File: src/rtl/max6675_spi_reader.sv
// SPI master that periodically reads a 16-bit MAX6675 frame and publishes the
// decoded temperature and status bits with a single-cycle valid strobe.
module max6675_spi_reader #(
  parameter int unsigned SCK_DIV       = 8,
  parameter int unsigned CS_SETUP      = 8,
  parameter int unsigned SAMPLE_CYCLES = 12500000
) (
  input  logic        clk,
  input  logic        rst_n,
  input  logic        enable,
  input  logic        start,
  input  logic        miso,
  output logic        cs_n,
  output logic        sck,
  output logic [11:0] temp_raw,
  output logic [9:0]  temp_c,
  output logic [1:0]  temp_frac,
  output logic        open_tc,
  output logic        frame_err,
  output logic        valid,
  output logic        busy
);

  localparam int unsigned TMR_W   = (SAMPLE_CYCLES > 1) ? $clog2(SAMPLE_CYCLES) : 1;
  localparam int unsigned CNT_MAX = (SCK_DIV > CS_SETUP) ? SCK_DIV : CS_SETUP;
  localparam int unsigned CNT_W   = $clog2(CNT_MAX) + 1;
  localparam int unsigned FRAME_W = 16;
  localparam int unsigned BIT_W   = 4;

  localparam logic [TMR_W-1:0] TMR_LAST   = TMR_W'(SAMPLE_CYCLES - 1);
  localparam logic [CNT_W-1:0] SETUP_LAST = CNT_W'(CS_SETUP - 1);
  localparam logic [CNT_W-1:0] HALF_LAST  = CNT_W'(SCK_DIV - 1);

  typedef enum logic [1:0] {
    IDLE  = 2'd0,
    SETUP = 2'd1,
    SHIFT = 2'd2,
    DONE  = 2'd3
  } state_t;

  state_t               state_q, state_d;
  logic [CNT_W-1:0]     cnt_q, cnt_d;
  logic [BIT_W-1:0]     bit_q, bit_d;
  logic                 phase_q, phase_d;
  logic [FRAME_W-1:0]   shreg_q, shreg_d;
  logic [TMR_W-1:0]     timer_q;
  logic                 miso_meta, miso_sync;
  logic                 wrap, req;

  logic                 cs_n_d, sck_d, busy_d, valid_d;
  logic                 open_tc_d, frame_err_d;
  logic [11:0]          temp_raw_d;

  // miso is asynchronous to clk
  always_ff @(posedge clk or negedge rst_n) begin
    if (!rst_n) begin
      miso_meta <= 1'b0;
      miso_sync <= 1'b0;
    end else begin
      miso_meta <= miso;
      miso_sync <= miso_meta;
    end
  end

  // Sample timer: free-runs while enabled, including during a frame
  always_ff @(posedge clk or negedge rst_n) begin
    if (!rst_n) begin
      timer_q <= '0;
    end else if (!enable) begin
      timer_q <= '0;
    end else if (timer_q == TMR_LAST) begin
      timer_q <= '0;
    end else begin
      timer_q <= timer_q + TMR_W'(1);
    end
  end

  assign wrap = enable && (timer_q == TMR_LAST);
  assign req  = start || wrap;

  // State register; outputs are registered from the next-state decode
  always_ff @(posedge clk or negedge rst_n) begin
    if (!rst_n) begin
      state_q   <= IDLE;
      cnt_q     <= '0;
      bit_q     <= '0;
      phase_q   <= 1'b0;
      shreg_q   <= '0;
      cs_n      <= 1'b1;
      sck       <= 1'b0;
      busy      <= 1'b0;
      valid     <= 1'b0;
      temp_raw  <= '0;
      open_tc   <= 1'b0;
      frame_err <= 1'b0;
    end else begin
      state_q   <= state_d;
      cnt_q     <= cnt_d;
      bit_q     <= bit_d;
      phase_q   <= phase_d;
      shreg_q   <= shreg_d;
      cs_n      <= cs_n_d;
      sck       <= sck_d;
      busy      <= busy_d;
      valid     <= valid_d;
      temp_raw  <= temp_raw_d;
      open_tc   <= open_tc_d;
      frame_err <= frame_err_d;
    end
  end

  // Next-state: setup delay, then 16 bits of low/high SCK halves
  always_comb begin
    state_d = state_q;
    cnt_d   = cnt_q;
    bit_d   = bit_q;
    phase_d = phase_q;
    shreg_d = shreg_q;
    case (state_q)
      IDLE: begin
        if (req) begin
          state_d = SETUP;
          cnt_d   = '0;
        end
      end
      SETUP: begin
        if (cnt_q == SETUP_LAST) begin
          state_d = SHIFT;
          cnt_d   = '0;
          bit_d   = BIT_W'(15);
          phase_d = 1'b0;
        end else begin
          cnt_d = cnt_q + CNT_W'(1);
        end
      end
      SHIFT: begin
        if (cnt_q == HALF_LAST) begin
          cnt_d = '0;
          if (!phase_q) begin
            shreg_d = {shreg_q[FRAME_W-2:0], miso_sync};
            phase_d = 1'b1;
          end else begin
            phase_d = 1'b0;
            if (bit_q == '0) begin
              state_d = DONE;
            end else begin
              bit_d = bit_q - BIT_W'(1);
            end
          end
        end else begin
          cnt_d = cnt_q + CNT_W'(1);
        end
      end
      DONE: begin
        state_d = IDLE;
      end
      default: begin
        state_d = IDLE;
      end
    endcase
  end

  // Output decode; temperature only refreshes on a clean frame
  always_comb begin
    cs_n_d      = !((state_d == SETUP) || (state_d == SHIFT));
    sck_d       = (state_d == SHIFT) && phase_d;
    busy_d      = (state_d != IDLE);
    valid_d     = (state_d == DONE);
    temp_raw_d  = temp_raw;
    open_tc_d   = open_tc;
    frame_err_d = frame_err;
    if (state_d == DONE) begin
      frame_err_d = shreg_d[15] | shreg_d[1];
      open_tc_d   = shreg_d[2];
      if (!(shreg_d[15] | shreg_d[1]) && !shreg_d[2]) begin
        temp_raw_d = shreg_d[14:3];
      end
    end
  end

  assign temp_c    = temp_raw[11:2];
  assign temp_frac = temp_raw[1:0];

endmodule

File: config.mk
export PLATFORM = sky130hd
export DESIGN_NAME = max6675_spi_reader
export DESIGN_NICKNAME = d
export VERILOG_FILES = /design/src/rtl/max6675_spi_reader.sv
export SDC_FILE = /design/constraint.sdc
export NUM_CORES = 1
export LEC_CHECK = 0
export CORE_MARGIN = 3
export CORE_UTILIZATION = 30
export CTS_BUF_LIST = sky130_fd_sc_hd__clkbuf_16
export CTS_CLUSTER_DIAMETER = 40
export CTS_CLUSTER_SIZE = 14
export DETAILED_ROUTE_END_ITERATION = 8
export GPL_ROUTABILITY_DRIVEN = 1
export GPL_TIMING_DRIVEN = 1
export REMOVE_ABC_BUFFERS = 1
export SLEW_MARGIN = 15
export SYNTH_ARGS = -nofsm -noshare
export SYNTH_HDL_FRONTEND = slang
export SYNTH_SLANG_ARGS = --single-unit
File: constraint.sdc
create_clock -name clk -period 4.1 [get_ports clk]
set_input_delay 0.41 -clock clk [delete_from_list [all_inputs] [get_ports clk]]
set_output_delay 0.41 -clock clk [all_outputs]
set_load 0.01 [all_outputs]
==> key figures <==
Timing
  • RSZ-0062 raised after global routing: false
  • Max Clock Skew: 0.00607 ns
  • Final hold vios: 0
  • Fin Setup TNS: 0 ns
  • Min Tclk post-route: 2.89 ns
  • Top achievable clock speed: 0.346 GHz
  • Final setup fails: 0
  • Worst slew margin: 0.427
  • Max Slew Vio Count: 0
  • Tcrit/Tclk final: 0.704
  • Worst setup margin: 1.21 ns
  • Worst-Margin Slew: 0.857 ns

Yosys
  • Post-synth EDFFs: 0
  • Top cells by area, synth: dfrtp_1 (51%), mux2_2 (6.2%), xnor2_1 (5.1%)
  • Top-area cell type share of the netlist area: 0.509
  • Synth top cells by count: dfrtp_1 (70), nor2_1 (29), xnor2_1 (20)
  • Post-synth top area cell: dfrtp_1
  • Synth Register Bits: 71
  • Yosys warnings: 0
  • Register area share after synthesis: 0.516
  • Synthesized area: 0.00344 sq mm
  • Dominant synthesized flop cell: dfrtp_1
  • Synth unique cells: 46
  • Synth async-reset ratio: 1.00
  • Post-Synthesis Cells: 298
  • Post-synthesis average cell area: 11.6 sq um
  • Top-count cell post-synth: dfrtp_1

Worst setup path
  • CP Cell Sequence: ha_1 > nand3b_4 > inv_2 > and3_1 > nor3_1 > o211ai_2 > mux2_2
  • Kind of critical path: flop to flop
  • Buf/Inv on CP: 1
  • Req. time, crit path: 4.31 ns
  • Worst path top cell family by delay: simple AND/OR/NAND/NOR gates
  • Slowest Stage Delay on Critical Path: 0.71 ns
  • Crit-path max FO: 19
  • Slowest CP cell: o211ai_2
  • WP data arrival: 3.10 ns
  • Slack of the worst reg-to-reg path: 1.21 ns
  • CP endpoint kind: flop
  • Startpoint types: flop

Routing
  • Met2 routed WL: 2840 um
  • DRT Wirelength: 6300 um
  • Met3 WL: 203 um
  • Initial DRC Count: 64
  • Drt pass-1 iters: 4
  • Routed vias/inst: 4.71
  • DRC errors left: 0
  • Max layer used: met4
  • Via count: 2220
  • WL/cell: 13.4 um
  • Routed met1 length: 3140 um
  • Routed Antenna Nets: 0

Clock tree
  • Worst-case clock buffer depth: 2
  • Cts bufs inserted: 9
  • Post-CTS Setup Bufs: 0
  • CTS Sinks: 71
  • Post-CTS Hold Fix Bufs: 0
  • CTS tree: done
  • H-tree depth: 3
  • Worst skew pair latency: 0.33 ns
  • Post-CTS Resized: 0
  • CTS Root Cell: clkbuf_16
  • Clk slew on worst S/H paths: 0.06 ns

Floorplanning
  • Num ports: 35
  • Initial core utilization: 0.312
  • DIE HEIGHT: 113 um
  • Chip width: 113 um
  • Die area: 0.0128 sq mm
  • Core ar.: 0.0110 sq mm
  • Num rows: 38

Placed design
  • Routability cong.: 0.806
  • Setup WS pre-CTS: 1.15 ns
  • Post-Place Cell Area: 0.00382 sq mm
  • I/O Buffers: 34
  • DP HPWL: 4420 um

Layout
  • Nets: 342
  • # diodes: 0
  • Final Instance Area: 0.00412 sq mm
  • Area growth syn-to-layout: 19.5%
  • Layout cells sized above 1: 0.178
  • Core Util, Final: 0.373

Pwr
  • Pwr Density: 462 mW/mm^2
  • Total power: 1.90 mW
  • P_leak: 1.88 nW
  • Peak VDD IR: 0.222 mV

Hold path
  • Class of the worst hold path: input port to async pin

Global routing
  • Vias in the first global route: 2321
  • Initial antenna violation count: 0
  • Largest net degree at the start of global routing: 48
  • First-pass GRT wire length: 11400 um
  • Tot GR Track Use: 0.109
  • Grt ovf: 0

Outcome
  • Run status: complete, no violations

Job
  • Maxcap violations: 0
## cell usage in the layout, fill, tap and decap left out, types with 2 or more instances in the layout
master	instances
nand3_1	14
o21ai_0	6
nor4_1	7
nor4b_1	2
mux2_4	10
clkdlybuf4s50_1	33
a22o_1	4
a21oi_1	4
nor2_1	29
and4_1	2
xor2_1	4
and2_1	3
ha_1	11
nand2_1	16
and3_1	9
and4_2	2
nor2_2	2
buf_4	2
xnor2_1	20
nand4_1	3
nor3_1	8
nor4bb_1	2
clkinv_2	3
inv_1	14
nor2b_1	2
mux2_2	19
clkbuf_16	9
dfrtp_1	70
## registers in the layout (all words and copies together), names as in the netlist
signal	count
busy	1
shreg_q	16
temp_raw	12
miso_meta	1
state_q	2
cs_n	1
open_tc	1
miso_sync	1
sck	1
timer_q	24
bit_q	4
valid	1
phase_q	1
cnt_q	4
frame_err	1
## metal layers
layer / up-vias / global-route usage
li1: 1078 / -
met4: 0 / 0.0465
met1: 1097 / 0.153
met2: 35 / 0.161
met5: - / 0
met3: 10 / 0.0273
## area by class of cell
| class | count | area (sq um) |
|---|---|---|
| fillers | 1083 | 6920 |
| flip-flops and latches | 71 | 1780 |
| multi-input cells | 195 | 1470 |
| repair buffers | 35 | 345 |
| clock buffers | 9 | 225 |
| well taps | 140 | 175 |
| clock inverters | 7 | 65.1 |
| inverters | 14 | 52.6 |
## worst paths after layout
path	end	cells past startpoint	startpoint
max in group asynchronous	timer_q[23]	2	rst_n
min in group clk	miso_sync	0	miso_meta
setup reg to reg	temp_raw[5]	7	cnt_q[0]
setup / recovery	temp_raw[5]	7	cnt_q[0]
hold reg to reg	miso_sync	0	miso_meta
hold / removal	bit_q[3]	1	rst_n
## kinds of logic after synthesis
logic type,count (synthesis),synth area share
simple gates,111,0.179
flops,71,0.516
buf+inv,32,0.0559
mux,29,0.106
xor+xnor,24,0.0610
compound gates,20,0.0421
fa+ha+maj,11,0.0400
## worst reg2reg max path: cells and delay by family, from the launching register on
family | cells | cell delay [ns]
AOI/OAI and AO/OA | 1 | 0.71
adders and majority gates | 1 | 0.25
buffers and inverters | 1 | 0.13
DFF | 1 | 0.39
muxes | 1 | 0.42
and+or+nand+nor | 3 | 0.89
## through the flow
| step | hold slack (ns) | std cells |
|---|---|---|
| 6_report | 0.0853 | 471 |
| 2_1_floorplan | 0.114 | 280 |
| 3_3_place_gp | 0.342 | 455 |
| 5_1_grt | 0.145 | 471 |
| 3_5_place_dp | 0.347 | 455 |
| 4_1_cts | 0.308 | 471 |
## power breakdown
group	switching (mW)	leakage, nW	internal [mW]
logic	0.182	0.769	0.142
clock network	0.289	0.146	0.466
registers	0.0550	0.963	0.767
total	0.526	1.88	1.38
Note: power is estimated with default switching activity, not from simulation.
